===== config.mk =====
export PLATFORM = sky130hd
export DESIGN_NAME = spi_slave_frame
export DESIGN_NICKNAME = d
export VERILOG_FILES = /design/src/rtl/spi_slave_frame.sv
export SDC_FILE = /design/constraint.sdc
export NUM_CORES = 1
export LEC_CHECK = 0
export ABC_AREA = 1
export CAP_MARGIN = 20
export CORE_MARGIN = 4
export CORE_UTILIZATION = 50
export CTS_CLUSTER_SIZE = 40
export DETAILED_ROUTE_END_ITERATION = 16
export DONT_BUFFER_PORTS = 1
export PLACE_DENSITY = 0.64
export RECOVER_POWER = 25
export SYNTH_ARGS = -nofsm -noshare
export SYNTH_HDL_FRONTEND = slang
export SYNTH_SLANG_ARGS = --single-unit

===== constraint.sdc =====
create_clock -name sampling_clk -period 2.1 [get_ports sampling_clk]
set_input_delay 0.21 -clock sampling_clk [delete_from_list [all_inputs] [get_ports sampling_clk]]
set_output_delay 0.21 -clock sampling_clk [all_outputs]
set_load 0.005 [all_outputs]

===== src/rtl/spi_slave_frame.sv =====
// spi_slave_frame: SPI slave frame engine. SCLK/CS/MOSI are oversampled on
// sampling_clk; all four SPI modes, any frame width and either bit order.
// Adds abort detection, a sticky overrun flag and a completed-frame counter.
// Optional receive path is compiled in with the macro SPI_SLAVE_RX_EN.
// Pulse outputs (tx_load, frame_done, aborted, rx_valid) are single-cycle
// strobes with no ready/back-pressure: the consumer must take them on sight.
module spi_slave_frame #(
  parameter int WIDTH       = 128,
  parameter int CPOL        = 1,
  parameter int CPHA        = 1,
  parameter int MSB_FIRST   = 1,
  parameter int SYNC_STAGES = 2
) (
  input  logic             sampling_clk,
  input  logic             rst,
  input  logic             sclk_async,
  input  logic             cs_async,
  input  logic             mosi_async,
  output logic             miso,
  output logic             miso_oe,
  input  logic [WIDTH-1:0] tx_data,
  output logic             tx_load,
  output logic             busy,
  output logic             frame_done,
  output logic             aborted,
  output logic             overrun,
  output logic [15:0]      frame_count,
  output logic [WIDTH-1:0] rx_data,
  output logic             rx_valid
);
  localparam int   BW     = $clog2(WIDTH + 1);
  localparam logic CPOL_L = (CPOL != 0);
  localparam logic CPHA_L = (CPHA != 0);

  typedef enum logic [1:0] {S_IDLE = 2'd0, S_ACTIVE = 2'd1, S_DONE = 2'd2} state_t;
  state_t state_q, state_d;

  logic [SYNC_STAGES-1:0] sclk_sync_q, cs_sync_q;
  logic sclk_hist_q, cs_hist_q;
  logic sclk_s, cs_s;
  logic sclk_rise, sclk_fall, sclk_lead, sclk_trail;
  logic shift_edge, sample_edge, cs_fall, cs_rise, last_sample;

  logic [WIDTH-1:0] sr_q, sr_d, sr_shift, tx_shift;
  logic             sr_out, tx_out;
  logic [BW-1:0]    bcnt_q, bcnt_d;
  logic [15:0]      frame_count_q, frame_count_d;
  logic miso_q, miso_d, miso_oe_q, miso_oe_d, busy_q, busy_d;
  logic overrun_q, overrun_d, tx_load_q, tx_load_d;
  logic frame_done_q, frame_done_d, aborted_q, aborted_d;
  // sampled_q: a sample edge has been seen this frame (CPHA=0 shift gating).
  // close_pend_q: CPHA=0 frames end with one trailing edge that is part of
  // the frame; it must not be mistaken for an overrun shift.
  logic sampled_q, sampled_d, close_pend_q, close_pend_d;

  // Input synchronisers plus history flop. CS resets low so that a CS
  // already low at reset release produces no falling edge.
  always_ff @(posedge sampling_clk) begin
    if (rst) begin
      sclk_sync_q <= {SYNC_STAGES{CPOL_L}};
      sclk_hist_q <= CPOL_L;
      cs_sync_q   <= '0;
      cs_hist_q   <= 1'b0;
    end else begin
      sclk_sync_q <= {sclk_sync_q[SYNC_STAGES-2:0], sclk_async};
      sclk_hist_q <= sclk_s;
      cs_sync_q   <= {cs_sync_q[SYNC_STAGES-2:0], cs_async};
      cs_hist_q   <= cs_s;
    end
  end

  assign sclk_s      = sclk_sync_q[SYNC_STAGES-1];
  assign cs_s        = cs_sync_q[SYNC_STAGES-1];
  assign sclk_rise   = sclk_s & ~sclk_hist_q;
  assign sclk_fall   = ~sclk_s & sclk_hist_q;
  assign sclk_lead   = CPOL_L ? sclk_fall : sclk_rise;
  assign sclk_trail  = CPOL_L ? sclk_rise : sclk_fall;
  assign shift_edge  = CPHA_L ? sclk_lead : sclk_trail;
  assign sample_edge = CPHA_L ? sclk_trail : sclk_lead;
  assign cs_fall     = ~cs_s & cs_hist_q;
  assign cs_rise     = cs_s & ~cs_hist_q;
  assign last_sample = sample_edge && (bcnt_q == BW'(WIDTH - 1));

  // Bit-order helpers: output bit and one-step shift toward the output end.
  always_comb begin
    if (MSB_FIRST != 0) begin
      sr_out   = sr_q[WIDTH-1];
      tx_out   = tx_data[WIDTH-1];
      sr_shift = {sr_q[WIDTH-2:0], 1'b0};
      tx_shift = {tx_data[WIDTH-2:0], 1'b0};
    end else begin
      sr_out   = sr_q[0];
      tx_out   = tx_data[0];
      sr_shift = {1'b0, sr_q[WIDTH-1:1]};
      tx_shift = {1'b0, tx_data[WIDTH-1:1]};
    end
  end

  // FSM state register.
  always_ff @(posedge sampling_clk) begin
    if (rst) state_q <= S_IDLE;
    else     state_q <= state_d;
  end

  // FSM next-state logic.
  always_comb begin
    state_d = state_q;
    case (state_q)
      S_IDLE:   if (cs_fall) state_d = S_ACTIVE;
      S_ACTIVE: begin
        if (last_sample)  state_d = cs_rise ? S_IDLE : S_DONE;
        else if (cs_rise) state_d = S_IDLE;
      end
      S_DONE:   if (cs_rise) state_d = S_IDLE;
      default:  state_d = S_IDLE;
    endcase
  end

  // FSM output / datapath next-state logic. For CPHA=0 the first bit is
  // presented at load time, so the register is loaded pre-shifted and every
  // later shift edge simply presents the current output bit.
  always_comb begin
    sr_d          = sr_q;
    miso_d        = miso_q;
    miso_oe_d     = miso_oe_q;
    busy_d        = busy_q;
    bcnt_d        = bcnt_q;
    overrun_d     = overrun_q;
    frame_count_d = frame_count_q;
    sampled_d     = sampled_q;
    close_pend_d  = close_pend_q;
    tx_load_d     = 1'b0;
    frame_done_d  = 1'b0;
    aborted_d     = 1'b0;
    case (state_q)
      S_IDLE: begin
        if (cs_fall) begin
          sr_d         = CPHA_L ? tx_data : tx_shift;
          miso_d       = CPHA_L ? miso_q : tx_out;
          tx_load_d    = 1'b1;
          bcnt_d       = '0;
          overrun_d    = 1'b0;
          busy_d       = 1'b1;
          miso_oe_d    = 1'b1;
          sampled_d    = 1'b0;
          close_pend_d = 1'b0;
        end
      end
      S_ACTIVE: begin
        if (shift_edge && (CPHA_L || sampled_q)) begin
          miso_d = sr_out;
          sr_d   = sr_shift;
        end
        if (sample_edge) begin
          sampled_d = 1'b1;
          bcnt_d    = (bcnt_q == BW'(WIDTH)) ? bcnt_q : bcnt_q + BW'(1);
        end
        if (last_sample) begin
          frame_done_d  = 1'b1;
          frame_count_d = frame_count_q + 16'd1;
          busy_d        = 1'b0;
          miso_d        = 1'b0;
          close_pend_d  = !CPHA_L;
          if (cs_rise) miso_oe_d = 1'b0;
        end else if (cs_rise) begin
          aborted_d = 1'b1;
          busy_d    = 1'b0;
          miso_oe_d = 1'b0;
          miso_d    = 1'b0;
        end
      end
      S_DONE: begin
        miso_d = 1'b0;
        if (shift_edge) begin
          if (close_pend_q) close_pend_d = 1'b0;
          else              overrun_d    = 1'b1;
        end
        if (cs_rise) miso_oe_d = 1'b0;
      end
      default: ;
    endcase
  end

  // Datapath and output registers.
  always_ff @(posedge sampling_clk) begin
    if (rst) begin
      sr_q          <= '0;
      miso_q        <= 1'b0;
      miso_oe_q     <= 1'b0;
      busy_q        <= 1'b0;
      bcnt_q        <= '0;
      overrun_q     <= 1'b0;
      frame_count_q <= '0;
      sampled_q     <= 1'b0;
      close_pend_q  <= 1'b0;
      tx_load_q     <= 1'b0;
      frame_done_q  <= 1'b0;
      aborted_q     <= 1'b0;
    end else begin
      sr_q          <= sr_d;
      miso_q        <= miso_d;
      miso_oe_q     <= miso_oe_d;
      busy_q        <= busy_d;
      bcnt_q        <= bcnt_d;
      overrun_q     <= overrun_d;
      frame_count_q <= frame_count_d;
      sampled_q     <= sampled_d;
      close_pend_q  <= close_pend_d;
      tx_load_q     <= tx_load_d;
      frame_done_q  <= frame_done_d;
      aborted_q     <= aborted_d;
    end
  end

  assign miso        = miso_q;
  assign miso_oe     = miso_oe_q;
  assign busy        = busy_q;
  assign overrun     = overrun_q;
  assign frame_count = frame_count_q;
  assign tx_load     = tx_load_q;
  assign frame_done  = frame_done_q;
  assign aborted     = aborted_q;

`ifdef SPI_SLAVE_RX_EN
  logic [SYNC_STAGES-1:0] mosi_sync_q;
  logic [WIDTH-1:0]       rx_sr_q, rx_data_q, rx_shift;
  logic                   rx_valid_q, mosi_s;

  assign mosi_s   = mosi_sync_q[SYNC_STAGES-1];
  assign rx_shift = (MSB_FIRST != 0) ? {rx_sr_q[WIDTH-2:0], mosi_s}
                                     : {mosi_s, rx_sr_q[WIDTH-1:1]};

  // Receive path: shift MOSI in on sample edges, publish at frame completion.
  always_ff @(posedge sampling_clk) begin
    if (rst) begin
      mosi_sync_q <= '0;
      rx_sr_q     <= '0;
      rx_data_q   <= '0;
      rx_valid_q  <= 1'b0;
    end else begin
      mosi_sync_q <= {mosi_sync_q[SYNC_STAGES-2:0], mosi_async};
      rx_valid_q  <= 1'b0;
      if (state_q == S_ACTIVE && sample_edge) begin
        rx_sr_q <= rx_shift;
        if (last_sample) begin
          rx_data_q  <= rx_shift;
          rx_valid_q <= 1'b1;
        end
      end
    end
  end

  assign rx_data  = rx_data_q;
  assign rx_valid = rx_valid_q;
`else
  logic unused_mosi;
  assign unused_mosi = mosi_async;
  assign rx_data     = '0;
  assign rx_valid    = 1'b0;
`endif

endmodule


==> impl_metrics.prom <==
# TYPE chip_impl_metric gauge
chip_impl_metric{name="detail_route.vias_per_cell",unit=""} 5.11
chip_impl_info{name="rsz_0062_raised_after_global_routing",value="false"} 1
chip_impl_metric{name="fp.dieH",unit="um"} 141
chip_impl_metric{name="grtUsageTotal",unit=""} 0.177
chip_impl_metric{name="clock_skew",unit="ns"} 0.0121
chip_impl_metric{name="power.switching_fraction",unit=""} 0.278
chip_impl_metric{name="area.growth.synth_to_final",unit="%"} 3.68
chip_impl_metric{name="grt_pass1_vias",unit=""} 5933
chip_impl_metric{name="seq_area_frac_synth",unit=""} 0.379
chip_impl_metric{name="cts_buffers",unit=""} 17
chip_impl_metric{name="cell_leakage_power",unit="nW"} 4.60
chip_impl_metric{name="route.final.wire_length",unit="mm"} 18.9
chip_impl_metric{name="drive_above_1_share",unit=""} 0.0559
chip_impl_metric{name="ant_nets",unit=""} 0
chip_impl_metric{name="num_vias",unit=""} 6908
chip_impl_metric{name="worst_ep_required_time",unit="ns"} 2.46
chip_impl_info{name="layout.cells.most_common",value="sky130_fd_sc_hd__nand2_1"} 1
chip_impl_metric{name="post-cts-setup-buffer-count",unit=""} 0
chip_impl_metric{name="cell_internal_pwr",unit="mW"} 5.32
chip_impl_metric{name="worst_slew_slack_as_a_fraction_of_its_limit",unit=""} 0.639
chip_impl_info{name="most-common-layout-cells",value="sky130_fd_sc_hd__nand2_1, sky130_fd_sc_hd__dfxtp_1, sky130_fd_sc_hd__nand3_1, sky130_fd_sc_hd__conb_1, sky130_fd_sc_hd__o211a_1"} 1
chip_impl_metric{name="timing.hold.ws",unit="ns"} 0.0373
chip_impl_metric{name="dieArea",unit="um2"} 19800
chip_impl_metric{name="grt.overflow.total",unit=""} 0
chip_impl_info{name="critical_path.cell_chain",value="inv_1 > ha_4 > buf_4 > buf_12 > nand2_1 > nand3_1 > o211a_1"} 1
chip_impl_metric{name="hold_viol",unit=""} 0
chip_impl_metric{name="detailed_place_hpwl",unit="mm"} 12.5
chip_impl_info{name="cp_slowest_cell",value="sky130_fd_sc_hd__buf_12"} 1
chip_impl_metric{name="pin_count",unit=""} 285
chip_impl_metric{name="finalSetupViolations",unit=""} 0
chip_impl_metric{name="worst-endpoint-arrival",unit="ns"} 2.31
chip_impl_info{name="status",value="finished clean"} 1
chip_impl_metric{name="initial_core_util",unit=""} 0.510
chip_impl_metric{name="slew_viol_final",unit=""} 0
chip_impl_metric{name="detailedRoute.firstIterationViolations",unit=""} 334
chip_impl_metric{name="antenna_found_initial",unit=""} 0
chip_impl_metric{name="cpPeakStageDelay",unit="ns"} 0.39
chip_impl_info{name="clk_root_buffer_cell",value="sky130_fd_sc_hd__clkbuf_16"} 1
chip_impl_info{name="crit-reg2reg-capture",value="sr_q[1]"} 1
chip_impl_metric{name="worst_slew_pin_slew",unit="ns"} 0.541
chip_impl_info{name="end_kind",value="register"} 1
chip_impl_metric{name="rrSetupSlack",unit="ns"} 0.16
chip_impl_metric{name="synth_cell_types",unit=""} 31
chip_impl_metric{name="crit_path_max_fanout",unit=""} 109
chip_impl_metric{name="total_switching_power",unit="mW"} 2.04
chip_impl_metric{name="detailedRoute.firstPassIterationCount",unit=""} 5
chip_impl_metric{name="drt_drc_violations_left",unit=""} 0
chip_impl_metric{name="io_buffers",unit=""} 0
chip_impl_info{name="reg2reg_from",value="state_q[1]"} 1
chip_impl_metric{name="layout_min_cycle_time",unit="ns"} 1.94
chip_impl_metric{name="floorplan.die.width",unit="um"} 141
chip_impl_metric{name="syn_avg_cell_area",unit="um2"} 7.67
chip_impl_metric{name="yosys_warnings",unit=""} 0
chip_impl_metric{name="max_freq",unit="MHz"} 514
chip_impl_metric{name="global_route_wire_length_before_repair",unit="mm"} 29.3
chip_impl_metric{name="max_rail_drop_vdd",unit="mV"} 0.519
chip_impl_metric{name="gpl.final_weighted_congestion",unit=""} 0.815
chip_impl_metric{name="pwr-share-comb",unit=""} 0.130
chip_impl_info{name="cts_tree",value="built"} 1
chip_impl_metric{name="total_inserted_antenna_cells",unit=""} 0
chip_impl_metric{name="final_core_util",unit=""} 0.528
chip_impl_metric{name="syn_area",unit="um2"} 8810
chip_impl_metric{name="clockPowerShare",unit=""} 0.405
chip_impl_metric{name="post_synth_inst_count",unit=""} 1149
chip_impl_metric{name="clock_tree.htree_level_count",unit=""} 4
chip_impl_metric{name="avgRoutedWirePerCell",unit="um"} 13.9
chip_impl_info{name="crit_start",value="state_q[1]"} 1
chip_impl_metric{name="maximum_number_of_pins_on_one_net_before_global_route_repair",unit=""} 139
chip_impl_metric{name="power_density",unit="nW/um2"} 806
chip_impl_metric{name="final_nets",unit=""} 1255
chip_impl_metric{name="path_clk_slew",unit="ns"} 0.07
chip_impl_info{name="holdCritPathClass",value="in -> reg"} 1
chip_impl_metric{name="synthesis_stage_register_bit_count",unit=""} 167
chip_impl_info{name="critical_path.startpoint_type",value="register"} 1
chip_impl_metric{name="core_region_area",unit="um2"} 17300
chip_impl_info{name="endpoint",value="sr_q[1]"} 1
chip_impl_metric{name="max-cap-violations",unit=""} 0
chip_impl_metric{name="cts_buffer_depth",unit=""} 2
chip_impl_metric{name="rr_worst_depth",unit=""} 7
chip_impl_metric{name="clock_latency",unit="ns"} 0.42
chip_impl_info{name="critical_path_class",value="reg -> reg"} 1
chip_impl_metric{name="floorplan.rows",unit=""} 48
chip_impl_metric{name="post-route-period-util",unit=""} 0.926
chip_impl_metric{name="sequentialPowerShare",unit=""} 0.465
chip_impl_metric{name="cts_num_sinks",unit=""} 167
cells in the mapped netlist:
master | number | area share
sky130_fd_sc_hd__buf_4 | 149 | 0.13
sky130_fd_sc_hd__nand4_1 | 9 | 0.0064
sky130_fd_sc_hd__nor2_1 | 46 | 0.020
sky130_fd_sc_hd__buf_6 | 1 | 0.0013
sky130_fd_sc_hd__a21boi_0 | 1 | 0.00085
sky130_fd_sc_hd__o211a_1 | 127 | 0.14
sky130_fd_sc_hd__nand3_1 | 147 | 0.083
sky130_fd_sc_hd__nand3_2 | 2 | 0.0023
sky130_fd_sc_hd__xor2_1 | 5 | 0.0050
sky130_fd_sc_hd__inv_1 | 35 | 0.015
sky130_fd_sc_hd__clkinv_1 | 1 | 0.00043
sky130_fd_sc_hd__nor4_1 | 1 | 0.00071
sky130_fd_sc_hd__o21ai_0 | 9 | 0.0051
sky130_fd_sc_hd__dfxtp_1 | 167 | 0.38
sky130_fd_sc_hd__clkbuf_1 | 40 | 0.017
sky130_fd_sc_hd__or2_2 | 2 | 0.0014
sky130_fd_sc_hd__nor3_1 | 6 | 0.0034
sky130_fd_sc_hd__a221oi_1 | 1 | 0.00099
sky130_fd_sc_hd__inv_2 | 3 | 0.0013
sky130_fd_sc_hd__xnor2_1 | 2 | 0.0020
sky130_fd_sc_hd__o21ai_4 | 1 | 0.0018
sky130_fd_sc_hd__conb_1 | 1 | 0.00043
sky130_fd_sc_hd__ha_1 | 7 | 0.0099
sky130_fd_sc_hd__o21ai_1 | 1 | 0.00057
sky130_fd_sc_hd__a211oi_1 | 1 | 0.00085
sky130_fd_sc_hd__o21a_1 | 1 | 0.00085
sky130_fd_sc_hd__nor2_2 | 1 | 0.00071
sky130_fd_sc_hd__nand2_1 | 338 | 0.14
sky130_fd_sc_hd__a21oi_1 | 28 | 0.016
sky130_fd_sc_hd__buf_1 | 5 | 0.0021
sky130_fd_sc_hd__buf_2 | 11 | 0.0062
cells by family after synthesis:
| family | synth area share |
|---|---|
| DFF | 0.379 |
| other | 0.000425 |
| adders and majority gates | 0.00994 |
| xor gates and xnor gates | 0.00696 |
| AOI/OAI and AO/OA | 0.171 |
| and+or+nand+nor | 0.262 |
| buffers and inverters | 0.170 |
repair_timing:
item | in CTS | in global routing
hold buffers | 4 | 0
gates cloned | 0 | 2
endpoints found under the hold margin | 31 | 0
gates resized for setup | 2 | 4
setup endpoints to repair | 6 | 124
metal layers:
layer	global-route usage	wire (um)	vias to the layer above
met2	0.279	8900	221
met1	0.228	8080	3145
met5	0	0	-
met3	0.0583	1500	24
met4	0.0607	363	0
li1	-	-	3518
flip-flops by register name (all words and copies together), names as in the netlist, 2 cells and up:
name and flops:
state_q 2, sclk_sync_q 2, sr_q 128, cs_sync_q 2, frame_count 16, bcnt_q 8
per-stage QoR:
stage / setup TNS (ns) / cell area, um2 / cells / power, mW / setup slack [ns]
floorplan: 0 / 9290 / 1277 / 4.40 / 0.406
global placement: 0 / 8500 / 1315 / 4.41 / 0.0711
detailed placement: -0.00679 / 8500 / 1315 / 4.43 / -0.00678
CTS: 0 / 9110 / 1351 / 7.43 / 0.0193
global route: 0 / 9140 / 1353 / 7.73 / 0.0116
finish: 0 / 9140 / 1353 / 7.36 / 0.155
cell type report:
class	count	area, um2
flip-flops and latches	167	3340
well taps	225	282
clock buffers	19	433
multi-input cells	865	4470
fillers	1696	8160
repair buffers	23	309
repair inverters	2	10.0
clock inverters	13	121
inverters	39	165
power groups by stage:
| stage | Sequential (mW) | Clock [mW] | Combinational [mW] |
|---|---|---|---|
| floorplan | 3.48 | 0 | 0.925 |
| global placement | 3.49 | 0 | 0.915 |
| detailed placement | 3.50 | 0 | 0.930 |
| CTS | 3.43 | 3.05 | 0.956 |
| global route | 3.44 | 3.19 | 1.09 |
| finish | 3.43 | 2.98 | 0.957 |
worst max-delay path, delay by kind of cell, from the launching register on:
family,cells,cell delay [ns]
AOI/OAI and AO/OA,1,0.13
adders and majority gates,1,0.18
buffers and inverters,3,0.87
DFF,1,0.33
and+or+nand+nor,2,0.26
worst min-delay path by stage:
stage	startpoint	endpoint	slack, ns	cells after the start
2_1_floorplan	sclk_async	sclk_sync_q[0]	0.31	1
3_3_place_gp	rst	bcnt_q[5]	0.28	1
3_5_place_dp	rst	bcnt_q[6]	0.28	1
4_1_cts	tx_data[53]	sr_q[53]	0.03	3
5_1_grt	tx_data[103]	sr_q[103]	0.03	3
6_report	tx_data[53]	sr_q[53]	0.04	3
Power figures use the tool's default switching activity.
